[src/rtl/time_display_scanner.sv]
// Purpose : drives a 4-digit common-anode 7-segment display with HH.MM taken from the
//           binary hour/min/sec counter chain, with blinking separator and anode blanking.
// Ports   : clk, reset (async, active-high); hour/min/sec binary counts in;
//           an (active-low anodes, an[0] rightmost), seg {g..a} active-low, dp active-low.
// Latency : every output is registered one cycle behind the divider/index/snapshot state.
module time_display_scanner #(
    parameter int REFRESH_DIV  = 100000,  // clock cycles per digit slot
    parameter int BLANK_CYCLES = 1000,    // leading cycles of each slot with all anodes off
    parameter int BLANK_LEAD   = 1        // 1 = suppress a zero hours-tens digit
) (
    input  logic       clk,
    input  logic       reset,
    input  logic [5:0] hour,
    input  logic [5:0] min,
    input  logic [5:0] sec,
    output logic [3:0] an,
    output logic [6:0] seg,
    output logic       dp
);

    localparam int DW = (REFRESH_DIV > 1) ? $clog2(REFRESH_DIV) : 1;
    localparam logic [DW-1:0] DIV_LAST  = DW'(REFRESH_DIV - 1);
    localparam logic [DW-1:0] BLANK_LIM = DW'(BLANK_CYCLES);

    localparam logic [6:0] SEG_BLANK = 7'b1111111;
    localparam logic [6:0] SEG_DASH  = 7'b0111111;

    // Scan state
    logic [DW-1:0] div_q, div_d;
    logic [1:0]    idx_q, idx_d;
    logic [5:0]    hour_q, min_q, sec_q;
    logic [5:0]    hour_d, min_d, sec_d;

    // Registered outputs
    logic [3:0] an_q, an_d;
    logic [6:0] seg_q, seg_d;
    logic       dp_q, dp_d;

    logic       tick;
    logic       hr_bad, mn_bad;
    logic [3:0] hr_tens, hr_units, mn_tens, mn_units;

    function automatic logic [6:0] seg_of(input logic [3:0] d);
        logic [6:0] s;
        case (d)
            4'd0:    s = 7'b1000000;
            4'd1:    s = 7'b1111001;
            4'd2:    s = 7'b0100100;
            4'd3:    s = 7'b0110000;
            4'd4:    s = 7'b0011001;
            4'd5:    s = 7'b0010010;
            4'd6:    s = 7'b0000010;
            4'd7:    s = 7'b1111000;
            4'd8:    s = 7'b0000000;
            4'd9:    s = 7'b0010000;
            default: s = SEG_BLANK;
        endcase
        return s;
    endfunction

    assign tick = (div_q == DIV_LAST);

    // Divider, digit index and frame snapshot. The snapshot only moves when the
    // index wraps 3->0, so all four digits of a frame come from the same time.
    always_comb begin
        div_d  = tick ? '0 : div_q + DW'(1);
        idx_d  = tick ? idx_q + 2'd1 : idx_q;
        hour_d = hour_q;
        min_d  = min_q;
        sec_d  = sec_q;
        if (tick && idx_q == 2'd3) begin
            hour_d = hour;
            min_d  = min;
            sec_d  = sec;
        end
    end

    // Binary to BCD on the snapshot; 6-bit inputs never exceed 63, so tens fits 4 bits.
    always_comb begin
        hr_bad   = (hour_q > 6'd23);
        mn_bad   = (min_q  > 6'd59);
        hr_tens  = 4'(hour_q / 6'd10);
        hr_units = 4'(hour_q % 6'd10);
        mn_tens  = 4'(min_q  / 6'd10);
        mn_units = 4'(min_q  % 6'd10);
    end

    // Output selection from the current state; registered below.
    always_comb begin
        seg_d = SEG_BLANK;
        case (idx_q)
            2'd0: seg_d = mn_bad ? SEG_DASH : seg_of(mn_units);
            2'd1: seg_d = mn_bad ? SEG_DASH : seg_of(mn_tens);
            2'd2: seg_d = hr_bad ? SEG_DASH : seg_of(hr_units);
            default: begin
                if (hr_bad)
                    seg_d = SEG_DASH;
                else if (BLANK_LEAD != 0 && hr_tens == 4'd0)
                    seg_d = SEG_BLANK;
                else
                    seg_d = seg_of(hr_tens);
            end
        endcase

        // Separator lives on the hours-units digit and follows the seconds LSB.
        dp_d = !(idx_q == 2'd2 && sec_q[0]);

        // Anodes stay dark at the start of every slot so the previous digit's
        // segments never flash on the newly selected digit.
        if (div_q < BLANK_LIM)
            an_d = 4'b1111;
        else
            an_d = ~(4'b0001 << idx_q);
    end

    always_ff @(posedge clk or posedge reset) begin
        if (reset) begin
            div_q  <= '0;
            idx_q  <= 2'd0;
            hour_q <= 6'd0;
            min_q  <= 6'd0;
            sec_q  <= 6'd0;
            an_q   <= 4'b1111;
            seg_q  <= SEG_BLANK;
            dp_q   <= 1'b1;
        end else begin
            div_q  <= div_d;
            idx_q  <= idx_d;
            hour_q <= hour_d;
            min_q  <= min_d;
            sec_q  <= sec_d;
            an_q   <= an_d;
            seg_q  <= seg_d;
            dp_q   <= dp_d;
        end
    end

    assign an  = an_q;
    assign seg = seg_q;
    assign dp  = dp_q;

endmodule

[config.mk]
export PLATFORM = sky130hd
export DESIGN_NAME = time_display_scanner
export DESIGN_NICKNAME = d
export VERILOG_FILES = /design/src/rtl/time_display_scanner.sv
export SDC_FILE = /design/constraint.sdc
export NUM_CORES = 1
export LEC_CHECK = 0
export ABC_AREA = 1
export ABC_CLOCK_PERIOD_IN_PS = 2840
export CAP_MARGIN = 20
export CELL_PAD_IN_SITES_DETAIL_PLACEMENT = 1
export CELL_PAD_IN_SITES_GLOBAL_PLACEMENT = 1
export CORE_MARGIN = 1
export CORE_UTILIZATION = 43
export DETAILED_ROUTE_END_ITERATION = 7
export PLACE_DENSITY = 0.8
export SYNTH_ARGS = -nofsm -noshare
export SYNTH_HDL_FRONTEND = slang
export SYNTH_SLANG_ARGS = --single-unit
[constraint.sdc]
create_clock -name clk -period 2.84 [get_ports clk]
set_input_delay 0.568 -clock clk [delete_from_list [all_inputs] [get_ports clk]]
set_output_delay 0.568 -clock clk [all_outputs]
set_load 0.05 [all_outputs]
# Yosys cells after proc, flatten, opt, wreduce, memory -nomap -nowiden
# Memory sizes are Yosys's and may differ from the RTL's.
# Cells that the tools add are included.
[classes]
n_addsub = 2
n_div = 4
order_cmp = 3
eq_ne = 4
shifts = 1
n_mux = 8
bitwise_logic = 1
n_reduce_logical = 5
[op_table]
columns = ["cell", "count"]
rows = [
  ["7-bit two-way mux", 5],
  ["7-bit one-hot mux with 3 select lines", 1],
  ["17-bit by 1-bit adder with 17-bit output, second input constant", 1],
  ["17-bit equality test, second input constant", 1],
  ["17-bit by 10-bit less-than comparator with 1-bit output, second input constant", 1],
  ["17-bit two-way mux", 1],
  ["6-bit by 4-bit divider with 6-bit output, second input constant", 2],
  ["6-bit by 4-bit modulo with 6-bit output, second input constant", 2],
  ["6-bit by 5-bit greater-than comparator with 1-bit output, second input constant", 1],
  ["6-bit greater-than comparator, second input constant", 1],
  ["2-bit equality test, second input constant", 2],
  ["4-bit logical NOT", 1],
  ["4-bit two-way mux", 1],
  ["4-bit inverter", 1],
  ["1-bit by 2-bit left shift with 4-bit output, first input constant", 1],
  ["2-bit by 1-bit adder with 2-bit output, second input constant", 1],
  ["2-bit by 1-bit equality test with 1-bit output, second input constant", 1],
  ["1-bit logical AND", 2],
  ["2-bit logical NOT", 1],
  ["1-bit logical NOT", 1],
]
[word_totals]
ff_bits = 44
rom_bits = 448
in_bits = 20
output_inout_bits = 12
elab_cells = 40
memories = 4
[memory_table]
columns = ["name", "words", "word_bits", "read_ports", "rd_clocked_by_memory_dff", "write_ports", "line", "source"]
rows = [
  ["(name not given)", 16, 7, 1, 0, 0, "45", "case (d)"],
  ["(name not given)", 16, 7, 1, 0, 0, "45", ""],
  ["(name not given)", 16, 7, 1, 0, 0, "45", ""],
  ["(name not given)", 16, 7, 1, 0, 0, "45", ""],
]

# Longest topological paths before layout
# Gate-level depths: netlist of the first run.
[logic_depth]
ltp_word = 5
mapped_depth = 21
depth_no_buf = 21

# Worst setup path before layout of the first run
# No wires, ideal clock.
[synth_path]
path_kind = "register to register"
startpoint = "register hour_q[3]"
endpoint = "register seg_q[3], in the netlist seg[3]"
setup_ns = 0.072
t_arrival_ns = 2.094
t_required_ns = 2.768
setup_slack_ns = 0.674
stages_incl_launch_ff = 20
path_buffers = 0
period_less_slack_ns = 2.166
cell_sequence = "dfrtp_1 o21ai_2 nand2_2 nand2_2 nand2_2 nand2_4 inv_4 nand2_8 nand2_8 nand2_1 nand2_1 ha_1 inv_1 nand3_1 nand3_1 nand3_1 nand2_1 nand3_1 nand2_1 inv_1"
[synth_between]
elab_chain_cells = 5
word_cells_on_any_way = 10
classes_between = "2 x div; 1 x order compare; 4 x mux; 1 x reduce/logical; 2 x memory"
[synth_lines]
columns = ["item", "line", "source"]
rows = [
  ["from (decl)", "31", "logic [5:0] hour_q, min_q, sec_q;"],
  ["from (signal assigned)", "129", "hour_q <= hour_d;"],
  ["6-bit by 4-bit divider with 6-bit output", "82", "hr_tens = 4'(hour_q / 6'd10);"],
  ["memory read 16 x 7 bit / 4-bit logical NOT (equally long branches)", "-", ""],
  ["7-bit two-way mux", "98", "else if (BLANK_LEAD != 0 && hr_tens == 4'd0)"],
  ["7-bit two-way mux", "96", "if (hr_bad)"],
  ["7-bit one-hot mux with 3 select lines (*)", "91", "case (idx_q)"],
  ["net seg_d[3]", "36", "logic [6:0] seg_q, seg_d;"],
  ["to (signal assigned)", "133", "seg_q <= seg_d;"],
  ["to (decl)", "36", ""],
]
# The timed path passes the listed nets; every way through them passes the cells marked *.
# A chain may end at the register's enable or synchronous reset.

# Worst setup path after layout of the first run
[layout_path]
startpoint = "register hour_q[4]"
endpoint = "register seg_q[3], in the netlist seg[3]"
# Same word-level chain as after synthesis.

==> out/metrics.csv, run 1 <==
metric;value;unit
input/output buffers;26;
final hold vios;0;
GRT Util Overall;19.5;%
hpwl dp;6000;um
final WL;7530;um
VDD IR max;0.000229;V
syn avg cell area;7.73;um^2
Die Wd;89.9;um
EDFF count, synth;0;
core area;7370;um^2
most common cell after layout, fill and taps aside;nand2_1;
Synth Flop Type;dfrtp_1;
Initial DRC Count;104;
Clock Sinks;44;
CP Launch Type;register;
status;completed;
largest net degree at the start of global routing;45;
fin nets;511;
crit share post-route;88.4;%
RD Place Congestion;0.792;
LEAKAGE;1.98;nW
initial antenna violation count;0;
#FFs+latches synth;44;
max_cap viols;0;
Longest Clk Path Bufs;2;
Filler cells;949;
Worst Path Max Fanout;9;
FF-to-FF Start;hour_q[4];
Starting Density;45.1;%
Setup Skew;8.16;ps
Worst Hold Class;register to register;
residual DRC count;0;
hold_buf cts;0;
Critical R2R Capture;seg[3];
Worst setup EP type;register;
sequential share of the synthesized area;33.6;%
WS Path Type;register to register;
CTS Buf Count;5;
layout cells sized above 1;15.4;%
Slew HR;46.9;%
Hold Startpoint;sec_q[0];
Die Y;89.9;um
worst hold path cell count;1;
Area Overhead vs Synth;14.9;%
number of global-route vias before repair;2959;
Slew Viols, Final;0;
DR vias;2808;
DR WL/cell;13.4;um
CTS root buffer;clkbuf_8;
count of cell types in the netlist;39;
min setup slack post-route;330;ps
Critical Path AT;2760;ps
FP Rows;31;
first-pass detailed-route iteration total;4;
total gr overflow;0;
Mapped Area;3320;um^2
unrepaired setup endpoints after global routing;no;
crit path launch;hour_q[4];
post-layout util;51.8;%
Mapped Nets;480;
R2R setup slack;330;ps
I/O pin count;32;
overall power;0.00172;W
post-cts sizing count;0;
clk_lat worst skew;300;ps
Worst Setup Slack post-DPL;298;ps
ys async rst share;100;%
final setup fails;0;
Diodes inserted;0;
Post-Synthesis Cells;430;
Routed Antenna Nets;0;
worst r2r path cells;19;
worst hold path endpoint;dp;
Max Freq;0.398;GHz
die area;8080;um^2
Tmin final;2510;ps
P per Cell Area;450;nW/um^2
commonest non-fill, non-tap cells in the layout;nand2_1 (110), inv_1 (65), nand3_1 (51);
CTS tree;built;
worst-margin pin slew;790;ps
first-pass GRT wire length;13100;um
vias per cell;5.01;
WP data required;3090;ps
Fin Setup TNS;0;ps
postcts setup bufs;0;
Yosys Warn Count;0;
H-tree Lvls;2;
Reg clk slew, reported paths;100;ps
-- flip-flops by register name, indices dropped and copies added, names as in the netlist --
register  count
div_q        17
min_q         6
an            4
dp            1
idx_q         2
seg           7
hour_q        6
sec_q         1
-- power breakdown --
| group | internal (W) | switching [W] | total, W |
|---|---|---|---|
| clock network | 0.000265 | 0.000242 | 0.000507 |
| registers | 0.000667 | 0.0000175 | 0.000684 |
| logic | 0.000186 | 0.000341 | 0.000527 |
-- worst max-delay path, cell delays in order, from the launching register on --
cell     delay [ps]
dfrtp_1         460
o21ai_2         280
nand2_2         110
nand2_2         150
nand2_2          90
nand2_4          80
inv_4            50
nand2_8          80
nand2_8         100
nand2_1          80
nand2_1         120
ha_1            300
inv_1            70
nand3_1          90
nand3_1          90
nand3_1          60
nand2_1          70
nand3_1          70
nand2_1          70
inv_1            40
-- how the worst max path moves through the flow --
| stage | endpoint | slack [ps] | cells past startpoint |
|---|---|---|---|
| 2_1_floorplan | seg[3] | 670 | 19 |
| 3_3_place_gp | seg[3] | 410 | 19 |
| 3_5_place_dp | seg[3] | 300 | 19 |
| 4_1_cts | seg[3] | 290 | 19 |
| 5_1_grt | seg[5] | 40 | 18 |
| 6_report | seg[3] | 330 | 19 |
-- kinds of logic (layout without fill, tap and decap cells) --
| group | Yosys count | in the layout | share of synthesized area, % |
|---|---|---|---|
| AOI/OAI and AO/OA | 39 | 39 | 7.08 |
| muxes | 13 | 13 | 4.41 |
| xor gates and xnor gates | 6 | 6 | 1.58 |
| and+or+nand+nor | 220 | 220 | 32.5 |
| DFF | 44 | 44 | 33.6 |
| buffers and inverters | 78 | 110 | 9.56 |
| adders and majority gates | 30 | 30 | 11.3 |
-- stage by stage --
stage / area, um^2 / hold slack, ps / std cells
CTS: 3820 / 425 / 561
floorplan: 3320 / 370 / 430
detailed placement: 3700 / 391 / 553
global placement: 3700 / 383 / 553
finish: 3820 / 418 / 561
global route: 3820 / 447 / 561
-- per-layer routing --
metal | up-vias | routed length, um | global-route usage [%]
li1 | 1419 | - | -
met1 | 1359 | 3460 | 23.3
met2 | 25 | 3860 | 37.1
met3 | 5 | 152 | 2.79
met4 | 0 | 57 | 4.03
met5 | - | 0 | 0
-- synthesized netlist by cell type (2+ instances only) --
library cell	number	area share (%)
nand3_4	2	1.1
o211ai_1	2	0.45
nor3_1	7	1.1
nand2_1	110	12
o21ai_0	14	2.1
inv_2	4	0.45
nand3_2	2	0.60
xor2_1	6	1.6
ha_1	30	11
a21oi_1	12	1.8
nand2_8	4	2.4
nand3_1	51	7.7
a31oi_1	2	0.38
nor2_1	22	2.5
nand2_2	12	2.3
inv_1	66	7.5
nand2_4	3	1.0
clkbuf_1	2	0.23
nand4_1	3	0.56
a21boi_1	2	0.45
dfstp_2	12	9.5
a31o_2	2	0.53
mux2_2	13	4.4
dfrtp_1	32	24
-- final cells by class --
type,instances,area (um^2),area share (%)
Multi-Input combinational cell,308,1890,49.5
Sequential cell,44,1120,29.2
Inverter,73,290,7.60
Timing Repair Buffer,29,283,7.41
Tap cell,99,124,3.24
Clock buffer,5,68.8,1.80
Clock inverter,3,46.3,1.21
Note: power is estimated with default switching activity, not from simulation.
==> inputs of run 2 (changes only) <==
CTS_CLUSTER_SIZE = 14   (was default)
==> results of run 2 <==
No change in the layout: final DEF, timing and power equal those of run 1.
